<file path="src/rtl/pc_sequencer.sv">
// Next-PC controller for the fetch stage: sequential fetch, stall, jump,
// taken branch, exception and halt/resume, plus IF/ID flush pulses.
module pc_sequencer #(
    parameter int           AW        = 30,
    parameter logic [AW-1:0] RESET_VEC = 30'h0000_0000,
    parameter logic [AW-1:0] EXC_VEC   = 30'h0000_0020,
    parameter int           CNT_W     = 8
) (
    input  logic             clk,
    input  logic             reset,
    input  logic             stall,
    input  logic             jmp_valid,
    input  logic [AW-1:0]    jmp_target,
    input  logic             br_taken,
    input  logic [AW-1:0]    br_target,
    input  logic             exc,
    input  logic             halt_req,
    input  logic             resume,
    output logic [AW-1:0]    pc_next,
    output logic [AW-1:0]    pc_cur,
    output logic             fetch_valid,
    output logic             flush_if,
    output logic             flush_id,
    output logic             halted,
    output logic [CNT_W-1:0] redirect_cnt
);

    typedef enum logic [1:0] {
        BOOT  = 2'd0,
        RUN   = 2'd1,
        FLUSH = 2'd2,
        HALT  = 2'd3
    } state_t;

    state_t             state_q, state_d;
    logic [AW-1:0]      pc_q;
    logic [CNT_W-1:0]   cnt_q;
    logic               redirect_d;
    logic [AW-1:0]      pc_inc;

    assign pc_inc = pc_q + AW'(1);

    always_comb begin
        state_d    = state_q;
        pc_next    = pc_q;
        flush_if   = 1'b0;
        flush_id   = 1'b0;
        redirect_d = 1'b0;
        case (state_q)
            BOOT: begin
                pc_next = RESET_VEC;
                state_d = RUN;
            end
            RUN: begin
                // Redirects are checked before stall so a target is never lost.
                if (exc) begin
                    pc_next    = EXC_VEC;
                    flush_if   = 1'b1;
                    flush_id   = 1'b1;
                    redirect_d = 1'b1;
                    state_d    = FLUSH;
                end else if (br_taken) begin
                    pc_next    = br_target;
                    flush_if   = 1'b1;
                    flush_id   = 1'b1;
                    redirect_d = 1'b1;
                    state_d    = FLUSH;
                end else if (jmp_valid) begin
                    pc_next    = jmp_target;
                    flush_if   = 1'b1;
                    redirect_d = 1'b1;
                end else if (halt_req) begin
                    state_d = HALT;
                end else if (!stall) begin
                    pc_next = pc_inc;
                end
            end
            FLUSH: begin
                // Branch/jump requests here come from squashed instructions.
                if (exc) begin
                    pc_next    = EXC_VEC;
                    flush_if   = 1'b1;
                    flush_id   = 1'b1;
                    redirect_d = 1'b1;
                end else begin
                    state_d = RUN;
                    if (!stall) begin
                        pc_next = pc_inc;
                    end
                end
            end
            HALT: begin
                if (exc) begin
                    pc_next    = EXC_VEC;
                    flush_if   = 1'b1;
                    flush_id   = 1'b1;
                    redirect_d = 1'b1;
                    state_d    = FLUSH;
                end else if (resume) begin
                    state_d = RUN;
                end
            end
            default: begin
                pc_next = RESET_VEC;
                state_d = BOOT;
            end
        endcase
    end

    always_ff @(posedge clk or negedge reset) begin
        if (!reset) begin
            state_q <= BOOT;
            pc_q    <= RESET_VEC;
            cnt_q   <= '0;
        end else begin
            state_q <= state_d;
            pc_q    <= pc_next;
            if (redirect_d && (cnt_q != {CNT_W{1'b1}})) begin
                cnt_q <= cnt_q + CNT_W'(1);
            end
        end
    end

    assign pc_cur       = pc_q;
    assign fetch_valid  = (state_q == RUN) || (state_q == FLUSH);
    assign halted       = (state_q == HALT);
    assign redirect_cnt = cnt_q;

endmodule

</file>
<file path="config.mk">
export PLATFORM = sky130hd
export DESIGN_NAME = pc_sequencer
export DESIGN_NICKNAME = d
export VERILOG_FILES = /design/src/rtl/pc_sequencer.sv
export SDC_FILE = /design/constraint.sdc
export NUM_CORES = 1
export LEC_CHECK = 0
export ABC_CLOCK_PERIOD_IN_PS = 2600
export CAP_MARGIN = 30
export CELL_PAD_IN_SITES_DETAIL_PLACEMENT = 1
export CELL_PAD_IN_SITES_GLOBAL_PLACEMENT = 1
export CORE_MARGIN = 5
export CORE_UTILIZATION = 28
export DETAILED_ROUTE_END_ITERATION = 8
export GPL_TIMING_DRIVEN = 0
export PLACE_DENSITY_LB_ADDON = 0.2
export SYNTH_ARGS = -nofsm -noshare
export SYNTH_HDL_FRONTEND = slang
export SYNTH_SLANG_ARGS = --single-unit
</file>
<file path="constraint.sdc">
create_clock -name clk -period 2.6 [get_ports clk]
set_input_delay 0.52 -clock clk [delete_from_list [all_inputs] [get_ports clk]]
set_output_delay 0.52 -clock clk [all_outputs]
set_load 0.01 [all_outputs]
</file>
==> results.tsv, run 1 <==
metric	value	unit
outcome	finished with violations	
violations	setup timing	
critPathSlowestCell	or4_4	
die_x	121	um
ys_seq_area_share	28.8	%
clockBufferDepth	2	
n_antenna_cell	0	
cp_cell_sequence	nand4_1, buf_6, or4_4, buf_6, or3_4, or3_1, a41oi_2, buf_2	
netlist_instances	464	
drive_above_1_share	41.8	%
holdWs	0.150	ns
yosys_register_bits	40	
postSynthAreaPerCell	7.50	um^2
nFillCells	1423	
grt_usage	26.3	%
min_path_type	input pin to async pin	
wl_per_cell	24.5	um
hold_viol	0	
ir_drop	0.300	mV
crit_required	2.08	ns
critPathLaunchType	flip-flop	
netlist-cell-type-count	49	
area_growth	97.3	%
num_rows	40	
initial_core_util	28.7	%
startpoint	pc_cur[12]	
slowest_delay	0.52	ns
cts.sinks	40	
crit_path_frequent_cell	buf_6	
cap_violations	0	
grt_max_degree	26	
fin_crit_sh	124	%
rr_worst_depth	13	
htreeDepth	2	
cp_max_fo	4	
worstMarginPinSlew	0.675	ns
dp_hpwl	13.2	mm
cts_tree	done	
root_buffer	clkbuf_16	
vias_per_cell	5.77	
num_vias	4978	
critPathArrivalTime	2.72	ns
p_leak	0.00298	uW
synth_fp_nets	538	
crit_cells	8	
rsz0062_at_grt	true	
route.detailed.drc	0	
drt_iter0_markers	403	
async_reset_ff_share	100	%
grt_antenna_before_repair	0	
synth-edff-count	0	
most-common-layout-cells	101 x clkdlybuf4s50_1, 65 x buf_4, 33 x nor2_1, 33 x nand2_1, 33 x buf_2	
synth_top_cell_area_share	28.8	%
grt_overflow_total	0	
ios	140	
ys.flop_type	dfrtp_1	
ant_nets	0	
chipHeight	121	um
grt_pass1_vias	5331	
worst-path-buf-inv	3	
gp_congestion	0.882	
drt_first_pass_iters	5	
slew_viol_final	0	
setup_ws	-0.636	ns
critPathTopFamily	simple AND/OR/NAND/NOR gates	
regToRegSetupSlack	0.05	ns
min_period	3.24	ns
clk_pin_slew	0.06	ns
yosysWarnings	0	
nNetsFinal	767	
core	12100	um^2
tns	-8.99	ns
layout_commonest_cell	clkdlybuf4s50_1	
finalWirelength	21.1	mm
power_density	774	nW/um^2
synth_top_area_cell	dfrtp_1	
yosys-top-cells-area	dfrtp_1 29%, xor2_1 6.0%, o21ai_0 5.5%	
finalSetupViolCount	30	
syn_area	3480	um^2
clock_skew	0.00695	ns
endpoint_kind	output port	
grt_first_pass_wirelength	29.9	mm
die-area	14800	um^2
crit_type	flip-flop to output port	
fmax	309	MHz
cts_made_buffers	5	
r2r_start	pc_cur[12]	
relSlewSlack	54.9	%
port_buffers	137	
clk_latency	0.31	ns
==> final cells by class <==
class                   count  area, um^2  share of cell area, %
well taps                 168         210                   3.06
clock inverters             3        90.1                   1.31
flip-flops and latches     40        1020                   14.8
inverters                  10        40.0                  0.583
repair buffers            229        2060                   30.0
clock buffers               5         125                   1.82
multi-input cells         374        2990                   43.6
plain buffers              33         334                   4.87
==> worst reg2reg max path, cell delays in order, from the launching register on <==
cell	delay [ns]
dfrtp_2	0.38
nand4_1	0.14
buf_6	0.16
buf_6	0.11
or3_4	0.44
clkbuf_16	0.20
nor3_1	0.16
o21ai_0	0.11
a21oi_1	0.20
a21oi_2	0.08
buf_4	0.14
buf_4	0.12
buf_4	0.12
buf_4	0.12
==> synthesized netlist by cell type, drive strengths merged (4+ instances only) <==
cell type / count
a31oi: 6
a222oi: 4
and3: 5
nand2: 39
xor2: 24
mux2: 4
nand3: 19
a22oi: 4
nor3: 26
or3: 6
o221ai: 10
nand4: 14
a21oi: 33
or2: 4
o21ai: 38
nor4: 11
o22ai: 24
xnor2: 11
nor2: 42
dfrtp: 40
ha: 6
buf: 9
clkbuf: 31
nand2b: 7
inv: 9
and4: 4
==> where the power goes <==
| group | leakage, uW | internal, uW | switching (uW) |
|---|---|---|---|
| Sequential | 0.000508 | 828 | 304 |
| Clock | 0.000104 | 649 | 311 |
| Combinational | 0.00237 | 1550 | 1680 |
==> flip-flops by register name, indices dropped and copies added (netlist names) <==
| signal | cells |
|---|---|
| redirect_cnt | 8 |
| state_q | 2 |
| pc_cur | 30 |
==> layer usage <==
| metal | share of wire [%] | track usage, % | routed length, um | up-vias |
|---|---|---|---|---|
| met5 | 0 | 0 | 0 | - |
| met4 | 2.9 | 9.66 | 612 | 0 |
| met3 | 6.7 | 5.27 | 1410 | 43 |
| met2 | 51 | 45.1 | 10700 | 213 |
| met1 | 40 | 32.4 | 8410 | 2535 |
| li1 | - | - | - | 2187 |
==> cells by family after synthesis <==
kind of cell    after synthesis  share of synthesized area (%)
compound gates              139                           25.1
xor+xnor                     35                           8.81
fa+ha+maj                     6                           2.16
buf+inv                      50                           5.61
flops                        40                           28.8
mux                           7                           2.16
simple gates                187                           27.4
==> repair_timing <==
| action | in CTS | in global routing |
|---|---|---|
| setup endpoints to repair | 58 | 34 |
| hold buffers | 0 | 0 |
| gates cloned | 0 | 2 |
| endpoints found under the hold margin | 0 | 0 |
| pin swaps | 62 | 56 |
| buffers inserted | 71 | 37 |
| gates resized for setup | 322 | 91 |
==> path summary, 6_finish.rpt <==
kind                                         to
worst max-delay path                pc_next[26]
worst min-delay path                 pc_cur[27]
worst max register to register       pc_cur[25]
worst min register to register  redirect_cnt[6]
max in group asynchronous            pc_cur[10]
min in group clk                redirect_cnt[6]
==> metrics by stage <==
stage / power, uW / area [um^2] / instances / setup WS (ns) / utilization, %
2_1_floorplan: 2240 / 3510 / 464 / -0.0807 / -
3_3_place_gp: 3500 / 5090 / 769 / -1.68 / 42.0
3_5_place_dp: 3570 / 5100 / 770 / -1.72 / 42.1
4_1_cts: 4930 / 6400 / 840 / -0.634 / 52.9
5_1_grt: 5540 / 6870 / 862 / -0.692 / 56.7
6_report: 5310 / 6870 / 862 / -0.636 / 56.7
Note: power is estimated with default switching activity, not from simulation.
==> run 2, diff against run 1 <==
Settings changed: ABC_AREA set to 1.
==> results.tsv, run 2 <==
metric	value	unit
outcome	finished with violations	
violations	setup timing	
htreeDepth	2	
layout_commonest_cell	nand2_1	
hold_viol	0	
gp_congestion	0.848	
clk_latency	0.31	ns
holdWs	0.235	ns
largest_reg_flops	30	
yosysWarnings	0	
synth_top_family_by_area	simple AND/OR/NAND/NOR gates	
seq_power_share	23.6	%
cp_cell_sequence	ha_4, nand2_4, nor2_4, nand3_4, nor2_8, nand3_4, nand2_4, nand2_2, nand2_1, nand2_1, a21oi_2, buf_2	
slew_viol_final	0	
most-common-layout-cells	119 x nand2_1, 103 x clkdlybuf4s50_1, 57 x inv_1	
n_antenna_cell	0	
die-area	15500	um^2
p_switching	2160	uW
tns	-0.300	ns
synth_top_cell_area_share	27.2	%
yosys_register_bits	40	
synth_top_area_cell	dfrtp_1	
p_clk_share	16.0	%
regToRegSetupSlack	0.62	ns
ios	140	
cts.sinks	40	
clockBufferDepth	2	
core	12700	um^2
synthSimpleGateAreaFrac	34.1	%
rsz0062_at_grt	true	
die_x	125	um
postCtsHoldBufs	0	
area_growth	70.0	%
endpoint_kind	output port	
drt_iter0_markers	285	
grt_antenna_before_repair	0	
ir_drop	0.614	mV
fmax	364	MHz
min_path_type	input pin to async pin	
critPathSlowestCell	dfrtp_2	
synth-xor-area-share	5.45	%
grt_max_degree	23	
min_period	2.74	ns
vias_per_cell	5.31	
cp_max_fo	7	
power_density	766	nW/um^2
relSlewSlack	56.5	%
fin_crit_sh	106	%
grt_overflow_total	0	
netlist_instances	558	
crit_type	flip-flop to output port	
r2r_start	state_q[0]	
netlist-cell-type-count	43	
rr_endpoint	state_q[0]	
internal_power	2630	uW
power.share.combinational	60.3	%
synthMostInstantiatedCell	nand2_1	
nNetsFinal	835	
p_sw_share	45.2	%
critPathTopFamily	simple AND/OR/NAND/NOR gates	
pre_cts_ws	-1.01	ns
critPathLaunchType	flip-flop	
dp_hpwl	13.2	mm
drt_first_pass_iters	5	
port_buffers	137	
synth_fp_nets	632	
critPathArrivalTime	2.22	ns
setup_ws	-0.144	ns
synth-edff-count	0	
finalSetupViolCount	4	
synthAdderAreaFrac	2.04	%
rr_worst_depth	11	
muxShareOfSynthArea	0.306	%
worstMarginPinSlew	0.653	ns
utilization	49.1	%
synth_compound_area_share	20.5	%
p_leak	0.00265	uW
grt_pass1_vias	5211	
async_reset_ff_share	100	%
num_vias	4959	
ys.flop_type	dfrtp_1	
grt_usage	23.2	%
root_buffer	clkbuf_16	
wl_per_cell	20.7	um
initial_core_util	28.9	%
route.detailed.drc	0	
cap_violations	0	
num_rows	41	
cts_tree	done	
clock_skew	0.00597	ns
grt_first_pass_wirelength	28.6	mm
chipHeight	125	um
slowest_delay	0.43	ns
worst-path-buf-inv	1	
finalWirelength	19.4	mm
drive_above_1_share	32.4	%
yosys-top-cells-area	dfrtp_1 27%, nand2_1 14%, inv_1 6.5%	
ys_seq_area_share	27.2	%
ant_nets	0	
syn_area	3680	um^2
synth_commonest_cells	133 x nand2_1, 64 x inv_1, 59 x nor2_1, 40 x dfrtp_1, 38 x a21oi_1	
clk_pin_slew	0.07	ns
cts_made_buffers	5	
crit_required	2.08	ns
postSynthAreaPerCell	6.59	um^2
## run 2: changes by cell type in the layout (fill, tap and decap cells not counted), sizes merged, moves of 11 or more
cell   before  now
inv        10   66
nor3       26    4
nor4       11    0
nor2       42   71
buf       137  103
nand2      39  135
nand3      19   32
## run 2: repair_timing
| action | in CTS | in global routing |
|---|---|---|
| setup endpoints to repair | 32 | 29 |
| gates cloned | 1 | 0 |
| setup buffers | 32 | 25 |
| pin swaps | 31 | 39 |
| gates resized for setup | 228 | 67 |
## run 2: worst register-to-register path, cell delays in order (launching register included)
cell and delay [ns]:
dfrtp_1 0.42, buf_6 0.14, ha_4 0.17, inv_2 0.07, nor2_4 0.05, buf_4 0.13
buf_4 0.16, o211ai_1 0.08, o21ai_0 0.16, a21oi_1 0.28, o21ai_0 0.15, o21ai_0 0.10
## run 2: power by group through the flow
stage / registers (uW) / logic, uW / clock network (uW)
after floorplan: 1120 / 1040 / 0
after global routing: 1160 / 3090 / 792
after CTS: 1110 / 2630 / 774
after global placement: 1120 / 2270 / 0
after detailed placement: 1130 / 2320 / 0
final: 1130 / 2890 / 768
## run 2: through the flow
stage	cell area, um^2	cells	power, uW
floorplan	3680	558	2160
global placement	5260	867	3390
detailed placement	5290	868	3450
CTS	5900	909	4520
global route	6250	934	5040
finish	6250	934	4790
## run 2: how the worst max path moves through the flow
stage / startpoint / endpoint / depth (start not counted)
6_report: pc_cur[0] / pc_next[20] / 12
2_1_floorplan: state_q[1] / pc_next[10] / 9
5_1_grt: pc_cur[0] / pc_next[20] / 12
3_3_place_gp: stall / pc_next[20] / 13
3_5_place_dp: stall / pc_next[20] / 13
4_1_cts: pc_cur[1] / pc_next[20] / 12
## run 2: area by class of cell
| type | count | area [um^2] |
|---|---|---|
| flip-flops and latches | 40 | 1020 |
| plain buffers | 25 | 230 |
| inverters | 67 | 255 |
| multi-input cells | 426 | 2660 |
| repair buffers | 196 | 1700 |
| clock inverters | 3 | 42.5 |
| clock buffers | 5 | 125 |
| fillers | 1616 | 6470 |
| well taps | 172 | 215 |
## run 2: cell families after synthesis
family	after synthesis
fa+ha+maj	6
flops	40
buf+inv	92
simple gates	267
xor+xnor	22
mux	1
compound gates	130
## run 2: per-layer routing
metal  global-route usage (%)  routed length (um)
met2                     39.2                9460
met1                     27.7                7620
met5                        0                   0
met3                     5.62                1340
met4                     10.3                 937
